===== src/rtl/y86_pkg.sv =====
// Shared Y86-64 encodings: icodes, status codes, register ids, FSM states.
// Also the hazard-term bundle passed from pipe_hazard_detect to pipe_control.
package y86_pkg;

  localparam logic [3:0] I_HALT   = 4'h0;
  localparam logic [3:0] I_NOP    = 4'h1;
  localparam logic [3:0] I_RRMOVQ = 4'h2;
  localparam logic [3:0] I_IRMOVQ = 4'h3;
  localparam logic [3:0] I_RMMOVQ = 4'h4;
  localparam logic [3:0] I_MRMOVQ = 4'h5;
  localparam logic [3:0] I_OPQ    = 4'h6;
  localparam logic [3:0] I_JXX    = 4'h7;
  localparam logic [3:0] I_CALL   = 4'h8;
  localparam logic [3:0] I_RET    = 4'h9;
  localparam logic [3:0] I_PUSHQ  = 4'hA;
  localparam logic [3:0] I_POPQ   = 4'hB;

  localparam logic [2:0] S_AOK = 3'd1;
  localparam logic [2:0] S_HLT = 3'd2;
  localparam logic [2:0] S_ADR = 3'd3;
  localparam logic [2:0] S_INS = 3'd4;

  localparam logic [3:0] REG_NONE = 4'hF;

  typedef enum logic [1:0] {
    ST_RUN   = 2'd0,
    ST_DRAIN = 2'd1,
    ST_HALT  = 2'd2
  } pstate_e;

  typedef struct packed {
    logic lu;
    logic mp;
    logic rt;
    logic exc_m;
    logic exc_w;
  } hz_t;

  function automatic logic is_exc(logic [2:0] s);
    return (s == S_ADR) || (s == S_INS) || (s == S_HLT);
  endfunction

endpackage


===== src/rtl/pipe_hazard_detect.sv =====
// Combinational hazard terms: load/use, mispredict, ret, M/W exceptions.
// In: decode/execute/memory icodes and regs, e_Cnd, m_stat, W_stat. Out: hz_o.
module pipe_hazard_detect
  import y86_pkg::*;
(
  input  logic [3:0] D_icode_i,
  input  logic [3:0] d_srcA_i,
  input  logic [3:0] d_srcB_i,
  input  logic [3:0] E_icode_i,
  input  logic [3:0] E_dstM_i,
  input  logic       e_Cnd_i,
  input  logic [3:0] M_icode_i,
  input  logic [2:0] m_stat_i,
  input  logic [2:0] W_stat_i,
  output hz_t        hz_o
);

  logic e_load;
  logic dst_hit;

  assign e_load  = (E_icode_i == I_MRMOVQ) ||
                   (E_icode_i == I_POPQ);
  // A NONE destination never creates a dependency,
  // even though NONE sources compare equal to it.
  assign dst_hit = (E_dstM_i != REG_NONE) &&
                   ((E_dstM_i == d_srcA_i) ||
                    (E_dstM_i == d_srcB_i));

  assign hz_o.lu    = e_load && dst_hit;
  assign hz_o.mp    = (E_icode_i == I_JXX) && !e_Cnd_i;
  assign hz_o.rt    = (D_icode_i == I_RET) ||
                      (E_icode_i == I_RET) ||
                      (M_icode_i == I_RET);
  assign hz_o.exc_m = is_exc(m_stat_i);
  assign hz_o.exc_w = is_exc(W_stat_i);

endmodule


===== src/rtl/pipe_control.sv =====
// Y86-64 pipeline hazard controller: stall/bubble, exception drain FSM, CC gate.
// Perf counters lu_cnt/mp_cnt/ret_cnt exist only with PIPE_PERF_CNT_EN.
module pipe_control
  import y86_pkg::*;
#(
  parameter int CNT_W = 32
) (
  input  logic             clk,
  input  logic             rst_n,
  input  logic [3:0]       D_icode,
  input  logic [3:0]       d_srcA,
  input  logic [3:0]       d_srcB,
  input  logic [3:0]       E_icode,
  input  logic [3:0]       E_dstM,
  input  logic             e_Cnd,
  input  logic [3:0]       M_icode,
  input  logic [2:0]       m_stat,
  input  logic [2:0]       W_stat,
  output logic             F_stall,
  output logic             D_stall,
  output logic             D_bubble,
  output logic             E_bubble,
  output logic             M_bubble,
  output logic             W_stall,
  output logic             set_cc,
  output logic             halted,
  output logic [2:0]       cpu_stat,
  output logic [CNT_W-1:0] lu_cnt,
  output logic [CNT_W-1:0] mp_cnt,
  output logic [CNT_W-1:0] ret_cnt
);

  hz_t     hz;
  pstate_e state_q, state_d;
  logic [2:0] cpu_stat_q, cpu_stat_d;

  pipe_hazard_detect u_hz (
    .D_icode_i (D_icode),
    .d_srcA_i  (d_srcA),
    .d_srcB_i  (d_srcB),
    .E_icode_i (E_icode),
    .E_dstM_i  (E_dstM),
    .e_Cnd_i   (e_Cnd),
    .M_icode_i (M_icode),
    .m_stat_i  (m_stat),
    .W_stat_i  (W_stat),
    .hz_o      (hz)
  );

  always_ff @(posedge clk or negedge rst_n) begin
    if (!rst_n) begin
      state_q    <= ST_RUN;
      cpu_stat_q <= S_AOK;
    end else begin
      state_q    <= state_d;
      cpu_stat_q <= cpu_stat_d;
    end
  end

  always_comb begin
    state_d = state_q;
    unique case (state_q)
      ST_RUN: begin
        if (hz.exc_w)      state_d = ST_HALT;
        else if (hz.exc_m) state_d = ST_DRAIN;
      end
      ST_DRAIN: begin
        if (hz.exc_w) state_d = ST_HALT;
      end
      ST_HALT: state_d = ST_HALT;
      default: state_d = ST_RUN;
    endcase
    cpu_stat_d = cpu_stat_q;
    if (state_q != ST_HALT && state_d == ST_HALT)
      cpu_stat_d = W_stat;
  end

  always_comb begin
    F_stall  = hz.lu | hz.rt;
    D_stall  = hz.lu;
    D_bubble = hz.mp | (hz.rt & ~hz.lu);
    E_bubble = hz.mp | hz.lu;
    M_bubble = hz.exc_m | hz.exc_w;
    W_stall  = hz.exc_w;
    set_cc   = (E_icode == I_OPQ) &
               ~hz.exc_m & ~hz.exc_w;
    // Reset overrides state: the async clear of
    // state_q may lag rst_n by a delta.
    priority case (1'b1)
      !rst_n: begin
        F_stall  = 1'b0;
        D_stall  = 1'b0;
        D_bubble = 1'b1;
        E_bubble = 1'b1;
        M_bubble = 1'b1;
        W_stall  = 1'b0;
        set_cc   = 1'b0;
      end
      (state_q == ST_HALT): begin
        F_stall  = 1'b1;
        D_stall  = 1'b1;
        D_bubble = 1'b0;
        E_bubble = 1'b1;
        M_bubble = 1'b1;
        W_stall  = 1'b1;
        set_cc   = 1'b0;
      end
      (state_q == ST_DRAIN): set_cc = 1'b0;
      default: ;
    endcase
  end

  assign halted   = (state_q == ST_HALT);
  assign cpu_stat = cpu_stat_q;

`ifdef PIPE_PERF_CNT_EN
  logic [CNT_W-1:0] lu_cnt_q, lu_cnt_d;
  logic [CNT_W-1:0] mp_cnt_q, mp_cnt_d;
  logic [CNT_W-1:0] ret_cnt_q, ret_cnt_d;
  logic             cnt_en;

  function automatic logic [CNT_W-1:0] sat_inc(
    logic [CNT_W-1:0] c
  );
    if (&c) return c;
    return c + {{(CNT_W-1){1'b0}}, 1'b1};
  endfunction

  assign cnt_en = (state_q != ST_HALT);

  always_comb begin
    lu_cnt_d  = lu_cnt_q;
    mp_cnt_d  = mp_cnt_q;
    ret_cnt_d = ret_cnt_q;
    if (cnt_en) begin
      if (hz.lu) lu_cnt_d = sat_inc(lu_cnt_q);
      if (hz.mp) mp_cnt_d = sat_inc(mp_cnt_q);
      if (hz.rt && !hz.lu)
        ret_cnt_d = sat_inc(ret_cnt_q);
    end
  end

  always_ff @(posedge clk or negedge rst_n) begin
    if (!rst_n) begin
      lu_cnt_q  <= '0;
      mp_cnt_q  <= '0;
      ret_cnt_q <= '0;
    end else begin
      lu_cnt_q  <= lu_cnt_d;
      mp_cnt_q  <= mp_cnt_d;
      ret_cnt_q <= ret_cnt_d;
    end
  end

  assign lu_cnt  = lu_cnt_q;
  assign mp_cnt  = mp_cnt_q;
  assign ret_cnt = ret_cnt_q;
`else
  assign lu_cnt  = '0;
  assign mp_cnt  = '0;
  assign ret_cnt = '0;
`endif

endmodule

===== config.mk =====
export PLATFORM = sky130hd
export DESIGN_NAME = pipe_control
export DESIGN_NICKNAME = d
export VERILOG_FILES = /design/src/rtl/y86_pkg.sv /design/src/rtl/pipe_hazard_detect.sv /design/src/rtl/pipe_control.sv
export SDC_FILE = /design/constraint.sdc
export NUM_CORES = 1
export LEC_CHECK = 0
export ABC_AREA = 1
export BUFFER_PORTS_ARGS = -buffer_cell sky130_fd_sc_hd__buf_4
export CAP_MARGIN = 10
export CELL_PAD_IN_SITES_DETAIL_PLACEMENT = 1
export CELL_PAD_IN_SITES_GLOBAL_PLACEMENT = 1
export CORE_MARGIN = 2
export CORE_UTILIZATION = 19
export CTS_BUF_LIST = sky130_fd_sc_hd__clkbuf_16
export CTS_CLUSTER_DIAMETER = 60
export DETAILED_ROUTE_END_ITERATION = 10
export GPL_TIMING_DRIVEN = 0
export PLACE_DENSITY = 0.85
export SKIP_CTS_REPAIR_TIMING = 1
export SYNTH_ARGS = -nofsm -noshare
export SYNTH_HDL_FRONTEND = slang
export SYNTH_SLANG_ARGS = --single-unit

===== constraint.sdc =====
create_clock -name clk -period 0.9 [get_ports clk]
set_clock_uncertainty 0.1 [all_clocks]
set_input_delay 0.09 -clock clk [delete_from_list [all_inputs] [get_ports clk]]
set_output_delay 0.09 -clock clk [all_outputs]
set_load 0.01 [all_outputs]

==> results.yml, run 1 <==
outcome:
  run_status: "finished, violations left"
  failed_checks: "setup timing"
grt:
  globalRouteMet2Util: 0.177
  via_count_of_the_first_global_routing_pass: 1202
  grtUsageTotal: 0.0851
  global_route.usage.met3: 0.0267
  grt.met1_usage: 0.0726
  grt_antenna_before_repair: 0
  globalRouteOverflowTotal: 0
  grt_max_degree: 12
  global_route_wire_length_before_repair_mm: 5.13
  grt-busiest-layer: "met2"
detailed_routing:
  route.antenna.remaining_nets: 0
  vias: 1354
  first_pass_iters: 4
  drt_drc_violations_left: 0
  dr.first_iter.drc_count: 10
  drt_wl_total_mm: 3.52
  route.detailed.vias_per_inst: 3.15
  routedWlPerCell_um: 8.17
min_path:
  hold-path-endpoint: "cpu_stat[0]"
  timing.hold.worst.start: "W_stat[0]"
  worstHoldPathCells: 3
  hold_path.class: "in -> reg"
timing:
  timing.final.max_slew_violations: 0
  rsz0062_at_grt: "yes"
  max_clock_freq_ghz: 0.717
  hold_ws_ps: 9.40
  tns_ps: -4040
  timing.final.crit_share: 1.55
  report.final.hold_viol_count: 0
  finalWorstPathRequiredPeriod_ps: 1390
  setup-violations-final: 14
  fin_ws_ps: -495
cts:
  clk_path_buf_depth: 2
  clock_tree.root_cell: "clkbuf_16"
  numCtsBuffers: 3
  htree_num_levels: 1
  clk-insertion-delay-late_ps: 230
  cts.clk_slew.worst_paths_ps: 30
  cts_num_sinks: 5
  cts_tree: "built"
power:
  leakage_nw: 1.47
  worst_ir_drop_vdd_mv: 1.12
  power_density_nw_per_um2: 1250
  totalPowerFinal_w: 0.00280
floorplan:
  fp.coreArea_um2: 6720
  number_of_top_level_design_ports: 140
  fp.dieArea_um2: 7530
  fp.dieW_um: 86.8
  die_height_um: 86.8
  floorplan.initialDensity: 0.194
  number_of_standard_cell_rows_in_the_floorplan: 30
worst_setup_path:
  worst_ep_required_time_ps: 710
  reg2reg_depth: 4
  rrSetupSlack_ps: -190
  critPathArrivalTime_ps: 1200
  critical_path.reg2reg.startpoint: "state_q[1]"
  worst_r2r_end: "cpu_stat[1]"
  critical_path_fanout_max: 6
  worst_setup_path_start_kind: "register"
  worst_path_class_setup: "reg -> out"
  critPathCaptureType: "output port"
synth:
  post_synth_num_cell_types: 23
  synthesis.area_per_instance_um2: 6.38
  number_of_instances_in_the_synthesized_netlist: 204
  seq_area_frac_synth: 0.0971
  synthesis.area_um2: 1300
  synth.yosys.warnings: 0
  synth-seq-cells: 5
placed_design:
  port-buffer-count: 43
  hpwlAfterDp_mm: 3.22
  place.detailed.instances: 422
  globalplace.congestion: 0.676
  placement.setup.worst_slack_ps: -284
final_layout:
  ff_latch_area_um2: 126
  layout_commonest_cell: "buf_4"
  finish.net_count: 384
  syn2layout_area_growth_pct: 72.3
  post_route_cells_drive_above_1_share: 0.469
  insertedDiodeCount: 0
  final_cell_count_without_fillers: 430
  fillerInstances: 893
  multiInputGateArea_um2: 743
  mostFrequentLayoutCells: "buf_4 (136), conb_1 (96), nand2_1 (43)"
flow_run:
  max_cap_viol_count: 0
-- critical path, stage by stage, from the launching register on --
cell	delay, ps
dfrtp_1	370
inv_2	70
nor2_4	160
inv_6	60
nand2_1	70
nand2_1	60
nand2_1	70
buf_6	100
-- through the flow --
step	instance area (um2)	utilization
floorplan	1680	-
global placement	2100	0.313
detailed placement	2100	0.313
CTS	2180	0.325
global route	2240	0.334
finish	2240	0.334
-- kinds of logic after synthesis --
kind of cell | count (synthesis) | share of synthesized area
flops | 5 | 0.0971
simple gates | 71 | 0.237
buf+inv | 120 | 0.627
compound gates | 7 | 0.0365
other cells | 1 | 0.00288
-- per-layer routing --
layer	up-vias	wire [um]
li1	714	-
met5	-	0
met4	0	55
met1	564	1110
met2	68	1970
met3	8	377
-- sequential cells by signal, indices dropped and copies added, names as in the netlist --
name      count
cpu_stat      3
state_q       2
-- where the power goes --
group	internal (W)	leakage [nW]	switching, W	total, W
combinational	0.000843	1.37	0.000788	0.00163
sequential	0.000340	0.0585	0.0000931	0.000433
clock	0.000576	0.0423	0.000156	0.000732
-- worst max-delay path by stage --
stage	to	startpoint	slack (ps)	depth (start not counted)
2_1_floorplan	F_stall	state_q[0]	-140	5
3_3_place_gp	F_stall	E_icode[3]	-250	9
3_5_place_dp	F_stall	E_icode[3]	-280	9
4_1_cts	F_stall	state_q[1]	-510	7
5_1_grt	F_stall	state_q[1]	-540	7
6_report	F_stall	state_q[1]	-490	7
-- final cells by class --
| class | instances | area share |
|---|---|---|
| clock inverters | 1 | 0.00167 |
| multi-input cells | 174 | 0.331 |
| clock buffers | 3 | 0.0335 |
| repair buffers | 47 | 0.169 |
| flip-flops and latches | 5 | 0.0564 |
| inverters | 24 | 0.0424 |
| well taps | 80 | 0.0446 |
| plain buffers | 96 | 0.321 |
-- cells in the mapped netlist --
| master | number | area (um2) |
|---|---|---|
| nand4_1 | 2 | 12.5 |
| o21ai_0 | 1 | 5.00 |
| conb_1 | 1 | 3.75 |
| dfstp_2 | 1 | 26.3 |
| clkinv_1 | 1 | 3.75 |
| nand2_1 | 44 | 165 |
| buf_4 | 96 | 721 |
| nor2_1 | 11 | 41.3 |
| o21ai_1 | 1 | 5.00 |
| nand3_1 | 7 | 35.0 |
| a32o_1 | 1 | 10.0 |
| inv_2 | 6 | 22.5 |
| a21oi_1 | 2 | 10.0 |
| a21oi_2 | 2 | 17.5 |
| nand2_2 | 1 | 6.26 |
| inv_6 | 1 | 8.76 |
| nor2_4 | 1 | 11.3 |
| nor3_2 | 1 | 10.0 |
| nand3b_1 | 2 | 15.0 |
| nor3_1 | 1 | 5.00 |
| inv_1 | 16 | 60.1 |
| dfrtp_1 | 4 | 100 |
| nor2_2 | 1 | 6.26 |
No activity file was read; power rests on OpenSTA's default activity.
==> run 2: changes to the inputs <==
ABC_AREA = unset   (was 1)
PLACE_DENSITY = 0.84   (was 0.85)
==> run 2 against run 1 <==
  * The run ends with hold timing, setup timing left
  * Sequential share of layout area barely moved
  * Largest power group unchanged
  * Total power rose by 9.3%
  * Core utilization rose by 2.1 points
  * Non-clock buffer count rose by 6
  * Wire length rose by 4.3%
  * Final area rose by 0.50%
  * Synthesized cell count fell by 24%
  * Cell count fell by 11%
  * Synthesized area fell by 4.5%
  * Sequential cell count did not move
==> results.yml, run 2 <==
outcome:
  run_status: "finished, violations left"
  failed_checks: "hold timing, setup timing"
worst_setup_path:
  rrSetupSlack_ps: -260
  worst_ep_required_time_ps: 710
  worst_setup_path_start_kind: "register"
  critical_path_fanout_max: 4
  critPathCaptureType: "output port"
  critPathArrivalTime_ps: 1320
  worst_path_class_setup: "reg -> out"
final_layout:
  insertedDiodeCount: 0
  post_route_cells_drive_above_1_share: 0.557
  fillerInstances: 814
  layout_commonest_cell: "buf_4"
  mostFrequentLayoutCells: "buf_4 (143), conb_1 (96), xor2_1 (8)"
  largest_reg_flops: 3
  finish.net_count: 341
  syn2layout_area_growth_pct: 81.4
grt:
  global_route_wire_length_before_repair_mm: 5.16
  grtUsageTotal: 0.0906
  grt_max_degree: 12
  grt_antenna_before_repair: 0
  via_count_of_the_first_global_routing_pass: 1161
  globalRouteOverflowTotal: 0
synth:
  yosys.area.top_type: "buf_4"
  synth_flop_cell: "dfrtp_1"
  synth.top_cells.by_count: "buf_4 (96), xor2_1 (8), nand2_1 (7)"
  post_synth_num_cell_types: 28
  synthTopCellsByArea: "buf_4 (58%), dfrtp_1 (8.1%), xor2_1 (5.6%)"
  synth_edf_count: 0
  synth-seq-cells: 5
  seq_area_frac_synth: 0.102
  ys_async_sr_fraction: 1.00
  number_of_instances_in_the_synthesized_netlist: 155
  synth_largest_type_area_fraction: 0.580
  synthesis.area_per_instance_um2: 8.02
  synthesis.area_um2: 1240
  synth.most_common_cell: "buf_4"
  synth.yosys.warnings: 0
detailed_routing:
  drt_drc_violations_left: 0
  route.antenna.remaining_nets: 0
  first_pass_iters: 3
  routedWlPerCell_um: 9.55
  route.detailed.vias_per_inst: 3.21
  dr.first_iter.drc_count: 6
  vias: 1234
  drt_wl_total_mm: 3.67
floorplan:
  number_of_top_level_design_ports: 140
  fp.dieW_um: 84.9
  floorplan.initialDensity: 0.196
  fp.dieArea_um2: 7200
  fp.coreArea_um2: 6350
  number_of_standard_cell_rows_in_the_floorplan: 29
  die_height_um: 84.9
timing:
  fin_ws_ps: -612
  timing.final.max_slew_violations: 0
  setup-violations-final: 15
  report.final.hold_viol_count: 1
  hold_ws_ps: -1.87
  timing.final.crit_share: 1.68
  max_clock_freq_ghz: 0.661
  rsz0062_at_grt: "yes"
  finalWorstPathRequiredPeriod_ps: 1510
placed_design:
  port-buffer-count: 43
  globalplace.congestion: 0.682
  placement.setup.worst_slack_ps: -501
  hpwlAfterDp_mm: 3.19
min_path:
  hold_path.class: "in -> reg"
cts:
  cts_num_sinks: 5
  numCtsBuffers: 3
  clk_path_buf_depth: 2
  cts.clk_slew.worst_paths_ps: 30
  cts_tree: "built"
  clk-insertion-delay-late_ps: 230
  clock_tree.root_cell: "clkbuf_16"
  htree_num_levels: 1
flow_run:
  max_cap_viol_count: 0
power:
  power_density_nw_per_um2: 1360
  leakage_nw: 1.38
  worst_ir_drop_vdd_mv: 0.897
## run 2: final timing paths
kind,endpoint,depth (start not counted),startpoint
worst max-delay path,set_cc,4,state_q[1]
worst min-delay path,cpu_stat[2],2,W_stat[1]
worst max register to register,cpu_stat[0],4,state_q[1]
worst min register to register,state_q[0],1,state_q[1]
max in group asynchronous,cpu_stat[0],2,rst_n
min in group asynchronous,cpu_stat[1],2,rst_n
## run 2: report_power, final
part | switching [W] | total [W] | internal (W)
Sequential | 0.000102 | 0.000443 | 0.000341
Clock | 0.000147 | 0.000723 | 0.000575
Combinational | 0.000855 | 0.00189 | 0.00104
Total | 0.00110 | 0.00306 | 0.00195
## run 2: logic make-up (layout without fill, tap and decap cells)
kind of cell,count (synthesis),in the layout,share of synthesized area
AOI/OAI and AO/OA,12,12,0.0775
xor gates and xnor gates,8,8,0.0564
buffers and inverters,99,156,0.589
DFF,5,5,0.102
muxes,4,4,0.0373
other,1,96,0.00302
and+or+nand+nor,26,26,0.135
## run 2: worst max-delay path: stages, from the launching register on
cell and delay, ps:
dfrtp_2 430, nand2_4 110, nand4_4 90, a2111oi_4 280, buf_4 180
## run 2: per-layer routing
metal / GRT usage / wire length (um) / vias to the layer above
met4: 0.0390 / 51 / 0
met3: 0.0272 / 398 / 4
li1: - / - / 617
met5: 0 / 0 / -
met2: 0.173 / 2070 / 76
met1: 0.0897 / 1150 / 537
## run 2: stage by stage
step | cells | setup TNS, ps | cell area, um2 | utilization | power [W]
global placement | 370 | -3250 | 2050 | 0.323 | 0.00182
global route | 384 | -5630 | 2250 | 0.355 | 0.00327
detailed placement | 370 | -3480 | 2050 | 0.323 | 0.00186
floorplan | 250 | -1070 | 1630 | - | 0.00137
CTS | 374 | -4670 | 2130 | 0.336 | 0.00260
finish | 384 | -4960 | 2250 | 0.355 | 0.00306
## run 2: cell type report
cell class / instances / area, um2 / area share
Timing Repair Buffer: 53 / 419 / 0.186
Clock buffer: 3 / 75.1 / 0.0333
Sequential cell: 5 / 128 / 0.0566
Buffer: 96 / 721 / 0.320
Tap cell: 77 / 96.3 / 0.0428
Multi-Input combinational cell: 146 / 795 / 0.353
Inverter: 3 / 16.3 / 0.00722
Clock inverter: 1 / 3.75 / 0.00167
